===== src/rtl/serial_shift_pkg.sv =====
// Shared types for the serial shift controller: state encoding and counter width helper.
// The PARITY state exists only when SERIAL_SHIFT_PARITY_EN is defined.
package serial_shift_pkg;

  typedef enum logic [1:0] {
    ST_IDLE   = 2'd0,
    ST_SHIFT  = 2'd1,
`ifdef SERIAL_SHIFT_PARITY_EN
    ST_PARITY = 2'd2,
`endif
    ST_DONE   = 2'd3
  } state_t;

  // Bit counter must be able to hold N (parity cycle index), hence N+1 values.
  function automatic int cnt_width(input int n);
    return $clog2(n + 1);
  endfunction

endpackage


===== src/rtl/piso_reg.sv =====
// Parallel-in serial-out register: parallel load, shift right with zero fill, synchronous clear.
// Only the LSB is exported since it is the serial output bit.
module piso_reg #(
  parameter int N = 8
) (
  input  logic         clk,
  input  logic         rst,
  input  logic         i_load,
  input  logic [N-1:0] i_data,
  input  logic         i_shift,
  input  logic         i_clr,
  output logic         o_bit
);

  logic [N-1:0] r_q;

  // Clear has priority so an abort wins over any same-edge shift.
  always_ff @(posedge clk or posedge rst) begin
    if (rst) begin
      r_q <= '0;
    end else if (i_clr) begin
      r_q <= '0;
    end else if (i_load) begin
      r_q <= i_data;
    end else if (i_shift) begin
      r_q <= {1'b0, r_q[N-1:1]};
    end
  end

  assign o_bit = r_q[0];

endmodule


===== src/rtl/serial_shift_ctrl.sv =====
// Serialises an N-bit word LSB first with handshake, abort and one-cycle done pulse.
// Optional trailing even-parity bit when SERIAL_SHIFT_PARITY_EN is defined.
module serial_shift_ctrl
  import serial_shift_pkg::*;
#(
  parameter int N     = 8,
  parameter int CNT_W = cnt_width(N)
) (
  input  logic             clk,
  input  logic             reset,
  input  logic             in_valid,
  input  logic [N-1:0]     in_data,
  output logic             in_ready,
  input  logic             abort,
  output logic             sout,
  output logic             sout_valid,
  output logic             busy,
  output logic             done,
  output logic [CNT_W-1:0] bit_cnt
);

  state_t           r_state;
  logic [CNT_W-1:0] r_cnt;
  logic             r_valid;
  logic             r_busy;
  logic             r_ready;
  logic             r_done;
  logic             w_bit;
  logic             w_load;
  logic             w_shift;
  logic             w_clr;
  logic             w_in_xfer;
`ifdef SERIAL_SHIFT_PARITY_EN
  logic             r_par;
`endif

`ifdef SERIAL_SHIFT_PARITY_EN
  assign w_in_xfer = (r_state == ST_SHIFT) || (r_state == ST_PARITY);
`else
  assign w_in_xfer = (r_state == ST_SHIFT);
`endif

  assign w_load  = (r_state == ST_IDLE) && in_valid && !abort;
  assign w_shift = (r_state == ST_SHIFT) && !abort;
  assign w_clr   = w_in_xfer && abort;

  piso_reg #(.N(N)) u_piso (
    .clk     (clk),
    .rst     (reset),
    .i_load  (w_load),
    .i_data  (in_data),
    .i_shift (w_shift),
    .i_clr   (w_clr),
    .o_bit   (w_bit)
  );

  always_ff @(posedge clk or posedge reset) begin
    if (reset) begin
      r_state <= ST_IDLE;
      r_cnt   <= '0;
      r_valid <= 1'b0;
      r_busy  <= 1'b0;
      r_ready <= 1'b1;
      r_done  <= 1'b0;
`ifdef SERIAL_SHIFT_PARITY_EN
      r_par   <= 1'b0;
`endif
    end else begin
      case (r_state)
        ST_IDLE: begin
          if (w_load) begin
            r_state <= ST_SHIFT;
            r_cnt   <= '0;
            r_valid <= 1'b1;
            r_busy  <= 1'b1;
            r_ready <= 1'b0;
`ifdef SERIAL_SHIFT_PARITY_EN
            r_par   <= ^in_data;
`endif
          end
        end
        ST_SHIFT: begin
          if (abort) begin
            r_state <= ST_IDLE;
            r_cnt   <= '0;
            r_valid <= 1'b0;
            r_busy  <= 1'b0;
            r_ready <= 1'b1;
          end else if (r_cnt == CNT_W'(N - 1)) begin
`ifdef SERIAL_SHIFT_PARITY_EN
            r_state <= ST_PARITY;
            r_cnt   <= CNT_W'(N);
`else
            r_state <= ST_DONE;
            r_cnt   <= '0;
            r_valid <= 1'b0;
            r_done  <= 1'b1;
`endif
          end else begin
            r_cnt <= r_cnt + 1'b1;
          end
        end
`ifdef SERIAL_SHIFT_PARITY_EN
        ST_PARITY: begin
          r_cnt   <= '0;
          r_valid <= 1'b0;
          if (abort) begin
            r_state <= ST_IDLE;
            r_busy  <= 1'b0;
            r_ready <= 1'b1;
          end else begin
            r_state <= ST_DONE;
            r_done  <= 1'b1;
          end
        end
`endif
        ST_DONE: begin
          // Abort is deliberately ignored here; completion is already committed.
          r_state <= ST_IDLE;
          r_done  <= 1'b0;
          r_busy  <= 1'b0;
          r_ready <= 1'b1;
        end
        default: begin
          r_state <= ST_IDLE;
          r_cnt   <= '0;
          r_valid <= 1'b0;
          r_busy  <= 1'b0;
          r_ready <= 1'b1;
          r_done  <= 1'b0;
        end
      endcase
    end
  end

`ifdef SERIAL_SHIFT_PARITY_EN
  assign sout = r_valid && ((r_state == ST_PARITY) ? r_par : w_bit);
`else
  assign sout = r_valid && w_bit;
`endif

  assign in_ready   = r_ready;
  assign sout_valid = r_valid;
  assign busy       = r_busy;
  assign done       = r_done;
  assign bit_cnt    = r_cnt;

endmodule

===== config.mk =====
export PLATFORM = sky130hd
export DESIGN_NAME = serial_shift_ctrl
export DESIGN_NICKNAME = d
export VERILOG_FILES = /design/src/rtl/serial_shift_pkg.sv /design/src/rtl/piso_reg.sv /design/src/rtl/serial_shift_ctrl.sv
export SDC_FILE = /design/constraint.sdc
export NUM_CORES = 1
export LEC_CHECK = 0
export CAP_MARGIN = 20
export CORE_MARGIN = 2
export CORE_UTILIZATION = 43
export DETAILED_ROUTE_END_ITERATION = 8
export PLACE_DENSITY = 0.74
export SETUP_SLACK_MARGIN = 0.02
export SYNTH_ARGS = -nofsm -noshare
export SYNTH_HDL_FRONTEND = slang
export SYNTH_SLANG_ARGS = --single-unit

===== constraint.sdc =====
create_clock -name clk -period 1.1 [get_ports clk]
set_input_delay 0.275 -clock clk [delete_from_list [all_inputs] [get_ports clk]]
set_output_delay 0.275 -clock clk [all_outputs]
set_load 0.03 [all_outputs]

Word level (Yosys, flattened, before mapping) --
Index checks and enable logic that the tools add are counted.
Storage, ports and cells: bits in registers 18, input port bits 12, output and inout port bits 9, logic and storage cells 54
Cells by class: equality and inequality tests 8, reduce and logical (&&, ||, !) cells 13, multiplexer cells 23, bitwise logic cells 2, add/subtract/negate cells 1
Operators by type and width (number):
- 8-bit 2-to-1 mux | 3
- 4-bit 2-to-1 mux | 3
- 4-bit case mux with 3 select lines | 1
- 1-bit 2-to-1 mux | 8
- 2-bit 2-to-1 mux | 3
- 1-bit case mux with 2 select lines | 3
- 2-bit AND reduction | 3
- 3-bit AND reduction | 2
- 1-bit logical AND | 5
- 4-bit by 1-bit adder with 4-bit output (second input constant) | 1
- 4-bit by 3-bit == test with 1-bit output (second input constant) | 1
- 2-bit by 1-bit != test with 1-bit output (second input constant) | 2
- 2-bit != test (second input constant) | 2
- 2-bit case mux with 2 select lines | 1
- 3-bit by 2-bit != test with 1-bit output (second input constant) | 1
- 1-bit case mux with 3 select lines | 1
- 3-bit nonzero test | 1
- 2-bit by 1-bit == test with 1-bit output (second input constant) | 1
- 2-bit == test (second input constant) | 1
- 2-bit logical NOT | 1
- 1-bit inverter | 2
- 1-bit logical NOT | 1

Depth between registers and ports, before layout --
depth in word-level cells 5, gate-level depth with buffers 5, depth with buffers taken out 4

Cells and area by module --
Synthesis repeated with hierarchy kept, for this count alone.
Unflattened totals: cells, all modules 85, area total of the unflattened synthesis 927.1 sq um
Modules (own cells, without submodules):
- serial_shift_ctrl | sequential area each 251.5 sq um, times used 1, area each 514.2 sq um, cells each 49
- piso_reg | sequential area each 200.2 sq um, times used 1, area each 412.9 sq um, cells each 36

Worst setup path after synthesis --
Ideal clock, no wire load.
path type reg-to-reg, start point register r_cnt[1] (netlist: bit_cnt[1]), end point register r_cnt[3] (netlist: bit_cnt[3]), cell stages (with the launch flop) 5, data required time 957 ps, slack -200 ps, period minus slack after synthesis 1300 ps, path buffers 0, arrival time 1156 ps, setup time 143 ps, cell sequence dfrtp_1 > ha_1 > nand3b_1 > a31oi_1 > a31oi_1
On the way: cells in the longest elaborated chain, start to end 4, elaborated cells on any way between the ends 5, classes of those cells add/sub: 1; eq/ne: 1; mux: 3
RTL lines:
- start: declaration | RTL line serial_shift_ctrl.sv:23 | logic [CNT_W-1:0] r_cnt;
- start signal: assignment | RTL line serial_shift_ctrl.sv:100 | r_cnt <= r_cnt + 1'b1;
- 4-bit by 1-bit adder with 4-bit output / 4-bit by 3-bit == test with 1-bit output (equally long branches) | RTL line serial_shift_ctrl.sv:100, serial_shift_ctrl.sv:89
- 4-bit 2-to-1 mux (*) | RTL line serial_shift_ctrl.sv:89 | end else if (r_cnt == CNT_W'(N - 1)) begin
- 4-bit 2-to-1 mux (*) | RTL line serial_shift_ctrl.sv:83 | if (abort) begin
- 4-bit case mux with 3 select lines (*) | RTL line serial_shift_ctrl.sv:69 | case (r_state)
Every way passes the cells marked *; elsewhere a longest branch is shown, timed or not. A chain may end at the register's enable or synchronous reset.

Final worst setup path --
start point register r_state[0], end point register u_piso.r_q[2]
On the way: cells in the longest elaborated chain, start to end 5, elaborated cells on any way between the ends 9, classes of those cells eq/ne: 1; mux: 2; reduce/logical: 6
RTL lines:
- start: declaration | RTL line serial_shift_ctrl.sv:22 | state_t r_state;
- start signal: assignment | RTL line serial_shift_ctrl.sv:59 | r_state <= ST_IDLE;
- start signal: assignment | RTL line serial_shift_ctrl.sv:72 | r_state <= ST_SHIFT;
- start signal: assignment | RTL line serial_shift_ctrl.sv:84 | r_state <= ST_IDLE;
- 2-bit logical NOT | RTL line serial_shift_ctrl.sv:43 | assign w_load = (r_state == ST_IDLE) && in_valid && !abort;
- 1-bit logical AND (2 in a row) | RTL line serial_shift_ctrl.sv:43
- 8-bit 2-to-1 mux | RTL line piso_reg.sv:23 | end else if (i_load) begin
- 8-bit 2-to-1 mux | RTL line piso_reg.sv:21 | end else if (i_clr) begin
- end signal: assignment | RTL line piso_reg.sv:24 | r_q <= i_data;
- end signal: assignment | RTL line piso_reg.sv:26 | r_q <= {1'b0, r_q[N-1:1]};
- end: declaration | RTL line piso_reg.sv:15 | logic [N-1:0] r_q;
Parallel ways exist; a longest one is shown, timed or not.

==> flow_metrics.tcl <==
set metrics [dict create \
    cts_tree "yes" \
    finalWorstSetupSlack_ns -0.185 \
    p_sw_share_pct 31.6 \
    switchingPower_mw 0.565 \
    grt-ovfl-total 0 \
    fillers 154 \
    rows 16 \
    slew_headroom_pct 82.9 \
    critPathKind "flop to flop" \
    critPathMaxFanout 6 \
    ys_seq_area_share_pct 51.6 \
    first_iter_violations 10 \
    hold_buffers 0 \
    worstPathRequired_ns 1.27 \
    setup_violations 23 \
    antenna_found_initial 0 \
    drt_first_pass_iters 4 \
    clock_latency_ns 0.29 \
    clk_path_buf_depth 2 \
    start_util_pct 45.0 \
    synth_cell_types 28 \
    grt_usage_pct 18.2 \
    synth_top_cell_area_share_pct 48.6 \
    outcome "finished, violations left" \
    rsz0062_at_grt "true" \
    cellPowerDensity_nw_per_um2 1290 \
    drive_above_1_share_pct 42.0 \
    register_area_um2 457 \
    die_w_um 49.1 \
    port_buffers 20 \
    vias 751 \
    dieArea_um2 2410 \
    synthCells 86 \
    num_antenna_cells 0 \
    synth_area_leaders "dfrtp_1 49%, inv_1 6.4%, a22oi_1 6.0%" \
    core_area_um2 1940 \
    p_total_mw 1.79 \
    synth_edf_count 0 \
    clkPwrFrac_pct 18.7 \
    place_area_um2 1190 \
    violations "negative setup slack" \
    irDropWorstVdd_uv 742 \
    synth-async-reset-ratio_pct 100 \
    synth.avg_cell_area_um2 10.2 \
    synth.most_common_cell "dfrtp_1" \
    drv_slew 0 \
    hold_path_class "primary input to async pin" \
    combPwrFrac_pct 34.6 \
    yosysTopAreaCell "dfrtp_1" \
    synth_flop_cell "dfrtp_1" \
    fmax_mhz 778 \
    grt_pass1_vias 729 \
    p_int_mw 1.22 \
    endpoint_kind "flop" \
    cts-buffers-inserted 3 \
    syn_area_um2 875 \
    root_buffer "clkbuf_4" \
    tightest_slew_ns 0.255 \
    drc 0 \
    yosys_warnings 0 \
    routed_wl_mm 1.95 \
    fp.dieH_um 49.1 \
    p_seq_share_pct 46.6 \
    drtAntennaViolNets 0 \
    syn_to_final_growth_pct 58.8 \
    ios 21 \
    finClkSkew_ns 0.00935 \
    hold_viol 0 \
    gp_congestion 0.762 \
    h-tree-depth 1 \
    numClockSinks 18 \
    worst_ep_arrival_time_ns 1.46 \
    syn-num-nets 99 \
    fin_area_um2 1390 \
    via_per_inst 4.75 \
    post-route-util_pct 71.5 \
    ys_ff_latch 18 \
    multiInputGateArea_um2 399 \
    power.leakage_nw 0.616 \
    final.min_clock_period_ns 1.28 \
    path_clk_slew_ns 0.10 \
    grt_pass1_wl_mm 3.30 \
    finalCritPeriodShare_pct 117 \
    synth_common_cells "17 x dfrtp_1, 15 x inv_1, 7 x a22oi_1" \
    hpwl_mm 1.35 \
    nets 145 \
    crit_path_start_kind "flop" \
    cap_violations 0 \
    grt_max_degree 12 \
    wl_per_cell_um 12.4 \
]
worst max-delay path, stage by stage (launching register included):
cell,delay (ns)
dfrtp_1,0.44
buf_6,0.13
nor3b_4,0.15
buf_4,0.17
a22oi_2,0.18
o21ai_1,0.09
area by class of cell:
type,instances,area share [%]
inverters,15,4.23
repair buffers,44,29.8
clock buffers,4,1.89
flip-flops and latches,18,32.9
well taps,27,2.43
multi-input cells,50,28.7
metrics by stage:
stage / hold WS (ns) / setup TNS [ns] / setup slack [ns] / cells
2_1_floorplan: 0.213 / -0.554 / -0.0893 / 86
5_1_grt: 0.287 / -4.28 / -0.248 / 158
3_5_place_dp: 0.513 / -8.07 / -0.546 / 145
4_1_cts: 0.255 / -2.68 / -0.162 / 156
3_3_place_gp: 0.488 / -7.70 / -0.507 / 145
6_report: 0.248 / -2.83 / -0.185 / 158
registers in the layout, indices dropped and copies added, names as in the netlist:
| name | cells |
|---|---|
| sout_valid | 1 |
| u_piso.r_q | 8 |
| busy | 1 |
| in_ready | 1 |
| done | 1 |
| r_state | 2 |
| bit_cnt | 4 |
power groups by stage:
stage	Combinational, mW	Clock, mW	Sequential [mW]
final	0.618	0.335	0.833
after global routing	0.672	0.383	0.845
after CTS	0.591	0.342	0.828
after detailed placement	0.493	0	0.832
after global placement	0.482	0	0.826
after floorplan	0.215	0	0.900
per-layer routing:
layer,wire [um],track usage (%)
met4,34,7.14
met5,0,0
met2,1030,30.4
met3,52,2.76
met1,836,23.5
what timing repair did:
action                     CTS  global route
pin swaps                    3             3
setup buffers                6             2
cloned                       1             0
setup endpoints to repair   27            27
resized for setup           21            10
layout by cell type (no fill, tap or decap), drive strengths merged:
cell / netlist / layout
nor2: 4 / 4
o2bb2ai: 1 / 1
inv: 15 / 15
or3: 1 / 1
nor3b: 2 / 2
a31oi: 2 / 2
nand2b: 1 / 1
clkdlybuf4s50: 0 / 10
a22oi: 7 / 7
nand2: 5 / 5
and2: 1 / 1
dfstp: 1 / 1
dfrtp: 17 / 17
o22ai: 1 / 1
a21oi: 5 / 5
o21ai: 10 / 10
o21bai: 1 / 1
buf: 3 / 33
nand3: 1 / 1
clkbuf: 0 / 4
or2: 1 / 1
nand3b: 2 / 2
a221oi: 1 / 1
ha: 1 / 1
dlygate4sd2: 0 / 1
nor4b: 1 / 1
mux2i: 1 / 1
and3: 1 / 1
kinds of logic (layout without fill, tap and decap cells):
logic type	Yosys count	count (layout)	share of synthesized area [%]
compound gates	28	28	20.0
simple gates	20	20	15.5
flops	18	18	51.6
fa+ha+maj	1	1	1.43
buf+inv	18	63	10.3
mux	1	1	1.14
path summary, 6_finish.rpt:
kind	start	end	slack, ns	cells past startpoint
min in group clk	in_data[7]	u_piso.r_q[7]	0.52	3
setup / recovery	r_state[0]	u_piso.r_q[2]	-0.18	5
hold / removal	reset	bit_cnt[3]	0.25	3
max in group asynchronous	reset	in_ready	0.64	3
setup reg to reg	r_state[0]	u_piso.r_q[2]	-0.18	5
hold reg to reg	u_piso.r_q[1]	u_piso.r_q[1]	0.53	2
No activity file was read; power rests on OpenSTA's default activity.
